[config.mk]
export PLATFORM = sky130hd
export DESIGN_NAME = timer_cascade
export DESIGN_NICKNAME = d
export VERILOG_FILES = /design/src/rtl/timer_pkg.sv /design/src/rtl/timer_digit.sv /design/src/rtl/timer_cascade.sv
export SDC_FILE = /design/constraint.sdc
export NUM_CORES = 1
export LEC_CHECK = 0
export ABC_CLOCK_PERIOD_IN_PS = 6600
export CORE_UTILIZATION = 40
export CTS_CLUSTER_SIZE = 20
export DETAILED_ROUTE_END_ITERATION = 10
export PLACE_DENSITY = 0.66
export SLEW_MARGIN = 25
export SYNTH_ARGS = -nofsm -noshare
export SYNTH_HDL_FRONTEND = slang
export SYNTH_SLANG_ARGS = --single-unit
[constraint.sdc]
create_clock -name Clk -period 6.6 [get_ports Clk]
set_clock_uncertainty 0.1 [all_clocks]
set_input_delay 0.66 -clock Clk [delete_from_list [all_inputs] [get_ports Clk]]
set_output_delay 0.66 -clock Clk [all_outputs]
set_load 0.005 [all_outputs]
[src/rtl/timer_pkg.sv]
// Shared types and helpers for the cascaded up/down digit timer.
package timer_pkg;

  localparam int unsigned STATE_W = 3;
  localparam int unsigned CLAMP_W = 16;

  typedef enum logic [STATE_W-1:0] {
    ST_IDLE  = 3'd0,
    ST_RUN   = 3'd1,
    ST_PAUSE = 3'd2,
    ST_STOP  = 3'd3,
    ST_DONE  = 3'd4
  } timer_state_e;

  // Saturate a preset digit so the counter never holds an out-of-range value.
  function automatic logic [CLAMP_W-1:0] clamp_digit(input logic [CLAMP_W-1:0] d,
                                                     input logic [CLAMP_W-1:0] max_val);
    return (d > max_val) ? max_val : d;
  endfunction

endpackage

[src/rtl/timer_digit.sv]
// One modulo-(DIGIT_MAX+1) up/down digit with load and clear; boundary flags are combinational.
module timer_digit #(
  parameter int unsigned DIGIT_W   = 4,
  parameter int unsigned DIGIT_MAX = 9
) (
  input  logic               Clk,
  input  logic               reset,
  input  logic               step,
  input  logic               dir,
  input  logic               load,
  input  logic [DIGIT_W-1:0] load_val,
  input  logic               clear,
  output logic [DIGIT_W-1:0] value,
  output logic               at_max_c,
  output logic               at_zero_c
);

  localparam logic [DIGIT_W-1:0] MAX_V = DIGIT_W'(DIGIT_MAX);

  assign at_max_c  = (value == MAX_V);
  assign at_zero_c = (value == '0);

  // Clear dominates load, load dominates stepping.
  always_ff @(posedge Clk or negedge reset) begin
    if (!reset) begin
      value <= '0;
    end else if (clear) begin
      value <= '0;
    end else if (load) begin
      value <= load_val;
    end else if (step) begin
      if (dir) value <= at_max_c  ? '0    : value + DIGIT_W'(1);
      else     value <= at_zero_c ? MAX_V : value - DIGIT_W'(1);
    end
  end

endmodule

[src/rtl/timer_cascade.sv]
// Chain of DIGITS up/down digits under a run/pause/stop/done control FSM with carry and done flags.
module timer_cascade
  import timer_pkg::*;
#(
  parameter int unsigned DIGITS    = 2,
  parameter int unsigned DIGIT_W   = 4,
  parameter int unsigned DIGIT_MAX = 9
) (
  input  logic                      Clk,
  input  logic                      reset,
  input  logic                      set_time,
  input  logic                      start,
  input  logic                      stop,
  input  logic                      pause,
  input  logic                      UpOrDown,
  input  logic                      one_shot,
  input  logic                      tick_en,
  input  logic [DIGITS*DIGIT_W-1:0] Init_value,
  output logic [DIGITS*DIGIT_W-1:0] Count,
  output logic                      carry,
  output logic                      done,
  output logic                      running
);

  timer_state_e state_q, state_d;

  logic [DIGIT_W-1:0] digit_val [DIGITS];
  logic [DIGITS-1:0]  at_max, at_zero, bnd, lower_bnd;
  logic               all_bnd;
  logic               step_en, wrap, load, clear;

  // Boundary of each digit depends on the current direction.
  assign bnd = UpOrDown ? at_max : at_zero;

  // Ripple enable: digit i may step only when every lower digit sits at its boundary.
  always_comb begin
    logic acc;
    acc       = 1'b1;
    lower_bnd = '0;
    for (int i = 0; i < DIGITS; i++) begin
      lower_bnd[i] = acc;
      acc          = acc & bnd[i];
    end
    all_bnd = acc;
  end

  always_ff @(posedge Clk or negedge reset) begin
    if (!reset) state_q <= ST_IDLE;
    else        state_q <= state_d;
  end

  always_comb begin
    state_d = state_q;
    step_en = 1'b0;
    wrap    = 1'b0;
    if (set_time) begin
      state_d = ST_IDLE;
    end else begin
      case (state_q)
        ST_IDLE: begin
          if (stop)                state_d = ST_STOP;
          else if (start && !pause) state_d = ST_RUN;
        end
        ST_RUN: begin
          if (stop)                  state_d = ST_STOP;
          else if (pause || !start)  state_d = ST_PAUSE;
          else if (tick_en) begin
            if (all_bnd && one_shot) begin
              state_d = ST_DONE;
            end else begin
              step_en = 1'b1;
              wrap    = all_bnd;
            end
          end
        end
        ST_PAUSE: begin
          if (stop)                 state_d = ST_STOP;
          else if (start && !pause) state_d = ST_RUN;
        end
        ST_STOP: state_d = ST_STOP;
        ST_DONE: state_d = ST_DONE;
        default: state_d = ST_IDLE;
      endcase
    end
  end

  // Preset is reloaded throughout IDLE and on set_time; STOP forces the count to zero.
  assign clear = (state_d == ST_STOP);
  assign load  = set_time || (state_q == ST_IDLE);

  always_ff @(posedge Clk or negedge reset) begin
    if (!reset) begin
      carry   <= 1'b0;
      done    <= 1'b0;
      running <= 1'b0;
    end else begin
      carry   <= wrap;
      done    <= (state_d == ST_DONE);
      running <= (state_d == ST_RUN);
    end
  end

  for (genvar i = 0; i < DIGITS; i++) begin : g_digit
    logic [DIGIT_W-1:0] preset;
    assign preset = DIGIT_W'(clamp_digit(CLAMP_W'(Init_value[i*DIGIT_W +: DIGIT_W]),
                                         CLAMP_W'(DIGIT_MAX)));

    timer_digit #(
      .DIGIT_W  (DIGIT_W),
      .DIGIT_MAX(DIGIT_MAX)
    ) u_digit (
      .Clk      (Clk),
      .reset    (reset),
      .step     (step_en && lower_bnd[i]),
      .dir      (UpOrDown),
      .load     (load),
      .load_val (preset),
      .clear    (clear),
      .value    (digit_val[i]),
      .at_max_c (at_max[i]),
      .at_zero_c(at_zero[i])
    );

    assign Count[i*DIGIT_W +: DIGIT_W] = digit_val[i];
  end

endmodule
==> results.yml <==
sta:
  relSlewSlack: 0.527
  fin_setup_tns_ns: 0
  worst_pin_slew_ns: 0.707
  slew_viol_final: 0
  period_share: 0.415
  finalSetupViolCount: 0
  rsz0062_at_grt: "no"
  fmax_ghz: 0.365
  period_needed_ns: 2.74
  layout_setup_ws_ns: 3.86
  hold_viol: 0
cells_and_area:
  final_area_sq_mm: 0.00153
  areaGrowthSynthToFinish_pct: 22.8
  fill_cells: 262
  num_antenna_cells: 0
  final_util: 0.536
  drive_gt1_frac: 0.0595
  multi_input_area_sq_um: 806
  regArea_sq_um: 350
  nNetsFinal: 192
detailed_routing:
  drtIter0Drc: 41
  viasPerCell: 6.12
  dr_wl_met2_um: 1470
  num_vias: 1218
  routed_wl_um: 3010
  wl_met3_um: 200
  ant_nets: 0
  wl_per_cell_um: 15.1
  remaining_drc_errors: 2
  firstDrtPassIters: 7
  highest_layer: "met3"
  met1_length_um: 1340
clock_tree:
  cts-root-buf: "clkbuf_4"
  clk_pin_slew_ns: 0.08
  cts_buffers: 3
  cts_tree: "built"
  cts_setup_buffers: 0
  insertion_delay_ns: 0.28
  htree_levels: 1
  cts_resized: 0
  holdBufCountCts: 0
  cts_buffer_depth: 2
  cts.sinks: 14
logic_synthesis:
  synthCells: 146
  synth_top_area_share: 0.282
  async_reset_ff_frac: 1.00
  synth.most_common_cell: "dfrtp_1"
  synth_cell_type_count: 49
  synth_area_leaders: "dfrtp_1 28%, ha_1 6.0%, o211ai_1 4.2%"
  synth_ff_type: "dfrtp_1"
  syn_nets: 169
  synth-seq-cells: 14
  yosysTopAreaCell: "dfrtp_1"
  postSynthAreaPerCell_sq_um: 8.52
  synth_edf_count: 0
  yosysWarnings: 0
  netlist_area_sq_mm: 0.00124
  seq_area_frac_synth: 0.282
worst_hold_path:
  worstHoldPathType: "flip-flop to flip-flop"
global_routing:
  grt-ovfl-total: 0
  gr-usage-all-layers: 0.192
  grt_pass1_wl_um: 5020
  antenna_found_initial: 0
  grt_start_max_net_pins: 18
  first_global_vias: 1125
floorplanning:
  fp.dieH_um: 57.8
  core_region_area_sq_mm: 0.00285
  dieWidth_um: 57.8
  die_area_sq_mm: 0.00334
  ios: 28
  initial_utilization: 0.436
  num_rows: 19
run:
  max_cap_viol_count: 0
setup_path:
  crit_path_max_fanout: 17
  cp_data_required_time_ns: 6.72
  path_class: "primary input to flip-flop"
  cp-end-kind: "flip-flop"
  arrival_ns: 2.86
  worstSetupStartpointType: "primary input"
pwr:
  internal_power_uw: 183
  p_per_area_mw_per_mm2: 180
  seq_power_share: 0.402
  power_switching_uw: 92.7
  switching_share: 0.337
  clkPwrFrac: 0.220
  p_leak_nw: 0.595
  p_comb_frac: 0.378
  ir_drop_mv: 0.127
outcome:
  violations: "design-rule violations"
  status: "complete, but fails checks"
placement:
  pre_cts_slack_ns: 3.61
  gp_congestion: 0.865
  dpl_cell_area_sq_mm: 0.00149
  place_hpwl_um: 2240
  io_buffers: 27
-- routing by layer --
metal	up-vias	GRT usage
li1	601	-
met1	572	0.252
met2	45	0.334
met3	0	0.0491
met4	0	0.0170
met5	-	0
-- path summary, 6_finish.rpt --
| path | slack (ns) | from | end | cells after the start |
|---|---|---|---|---|
| setup reg to reg | 4.28 | g_digit[0].u_digit.value[0]$_DFFE_PN0P_ | g_digit[1].u_digit.value[3]$_DFFE_PN0P_ | 7 |
| hold reg to reg | 0.48 | state_q[1]$_DFF_PN0_ | state_q[2]$_DFF_PN0_ | 1 |
| max in group asynchronous | 5.31 | reset | g_digit[0].u_digit.value[3]$_DFFE_PN0P_ | 1 |
| min in group asynchronous | 0.67 | reset | running$_DFF_PN0_ | 1 |
| setup / recovery | 3.86 | UpOrDown | g_digit[1].u_digit.value[3]$_DFFE_PN0P_ | 6 |
| hold / removal | 0.48 | state_q[1]$_DFF_PN0_ | state_q[2]$_DFF_PN0_ | 1 |
-- critical path, stage by stage --
cell and delay [ns]:
clkdlybuf4s50_1 0.86, nand4b_1 0.21, o31a_1 0.16, or3_1 0.51
a311oi_2 0.30, o21a_1 0.15
-- per-stage QoR --
| step | cells | total power [mW] | hold WS, ns |
|---|---|---|---|
| 3_3_place_gp | 195 | 0.212 | 0.461 |
| 6_report | 199 | 0.275 | 0.484 |
| 4_1_cts | 199 | 0.277 | 0.469 |
| 5_1_grt | 199 | 0.295 | 0.524 |
| 2_1_floorplan | 146 | 0.177 | 0.264 |
| 3_5_place_dp | 195 | 0.215 | 0.472 |
-- sequential cells by signal (all words and copies together) (netlist names) --
name                   flops
done                       1
running                    1
g_digit.u_digit.value      8
state_q                    3
carry                      1
-- final cells by class --
class | count | share of cell area
Tap cell | 31 | 0.0254
Timing Repair Buffer | 27 | 0.177
Multi-Input combinational cell | 116 | 0.527
Clock buffer | 4 | 0.0238
Inverter | 7 | 0.0172
Sequential cell | 14 | 0.229
-- cells in the final DEF (no fill, tap or decap), drive strengths merged, types with 2 or more instances in the layout --
cell / instances
nand3b: 4
or3b: 2
o21a: 3
inv: 7
nor2b: 5
nor2: 7
and3: 2
a21o: 2
ha: 6
o31a: 3
nand2: 5
nand2b: 7
a211oi: 2
a21oi: 8
o21ai: 6
and2: 2
nor3: 7
o31ai: 4
clkbuf: 4
clkdlybuf4s50: 27
xnor2: 2
o311a: 2
o211ai: 7
nand3: 6
o22ai: 2
a311oi: 3
nand4: 3
dfrtp: 14
-- power groups by stage --
stage / logic, mW / registers (mW) / clock network (mW)
floorplan: 0.0734 / 0.104 / 0
global placement: 0.100 / 0.112 / 0
detailed placement: 0.103 / 0.112 / 0
CTS: 0.104 / 0.111 / 0.0627
global route: 0.116 / 0.113 / 0.0665
finish: 0.104 / 0.111 / 0.0606
-- kinds of logic (layout without fill, tap and decap cells) --
group,count (synthesis),in the layout,synth area share
AOI/OAI and AO/OA,49,49,0.289
xor gates and xnor gates,2,2,0.0141
adders and majority gates,7,7,0.0684
buffers and inverters,16,38,0.0704
DFF,14,14,0.282
muxes,1,1,0.00805
and+or+nand+nor,57,57,0.269
No activity file was read; power rests on OpenSTA's default activity.
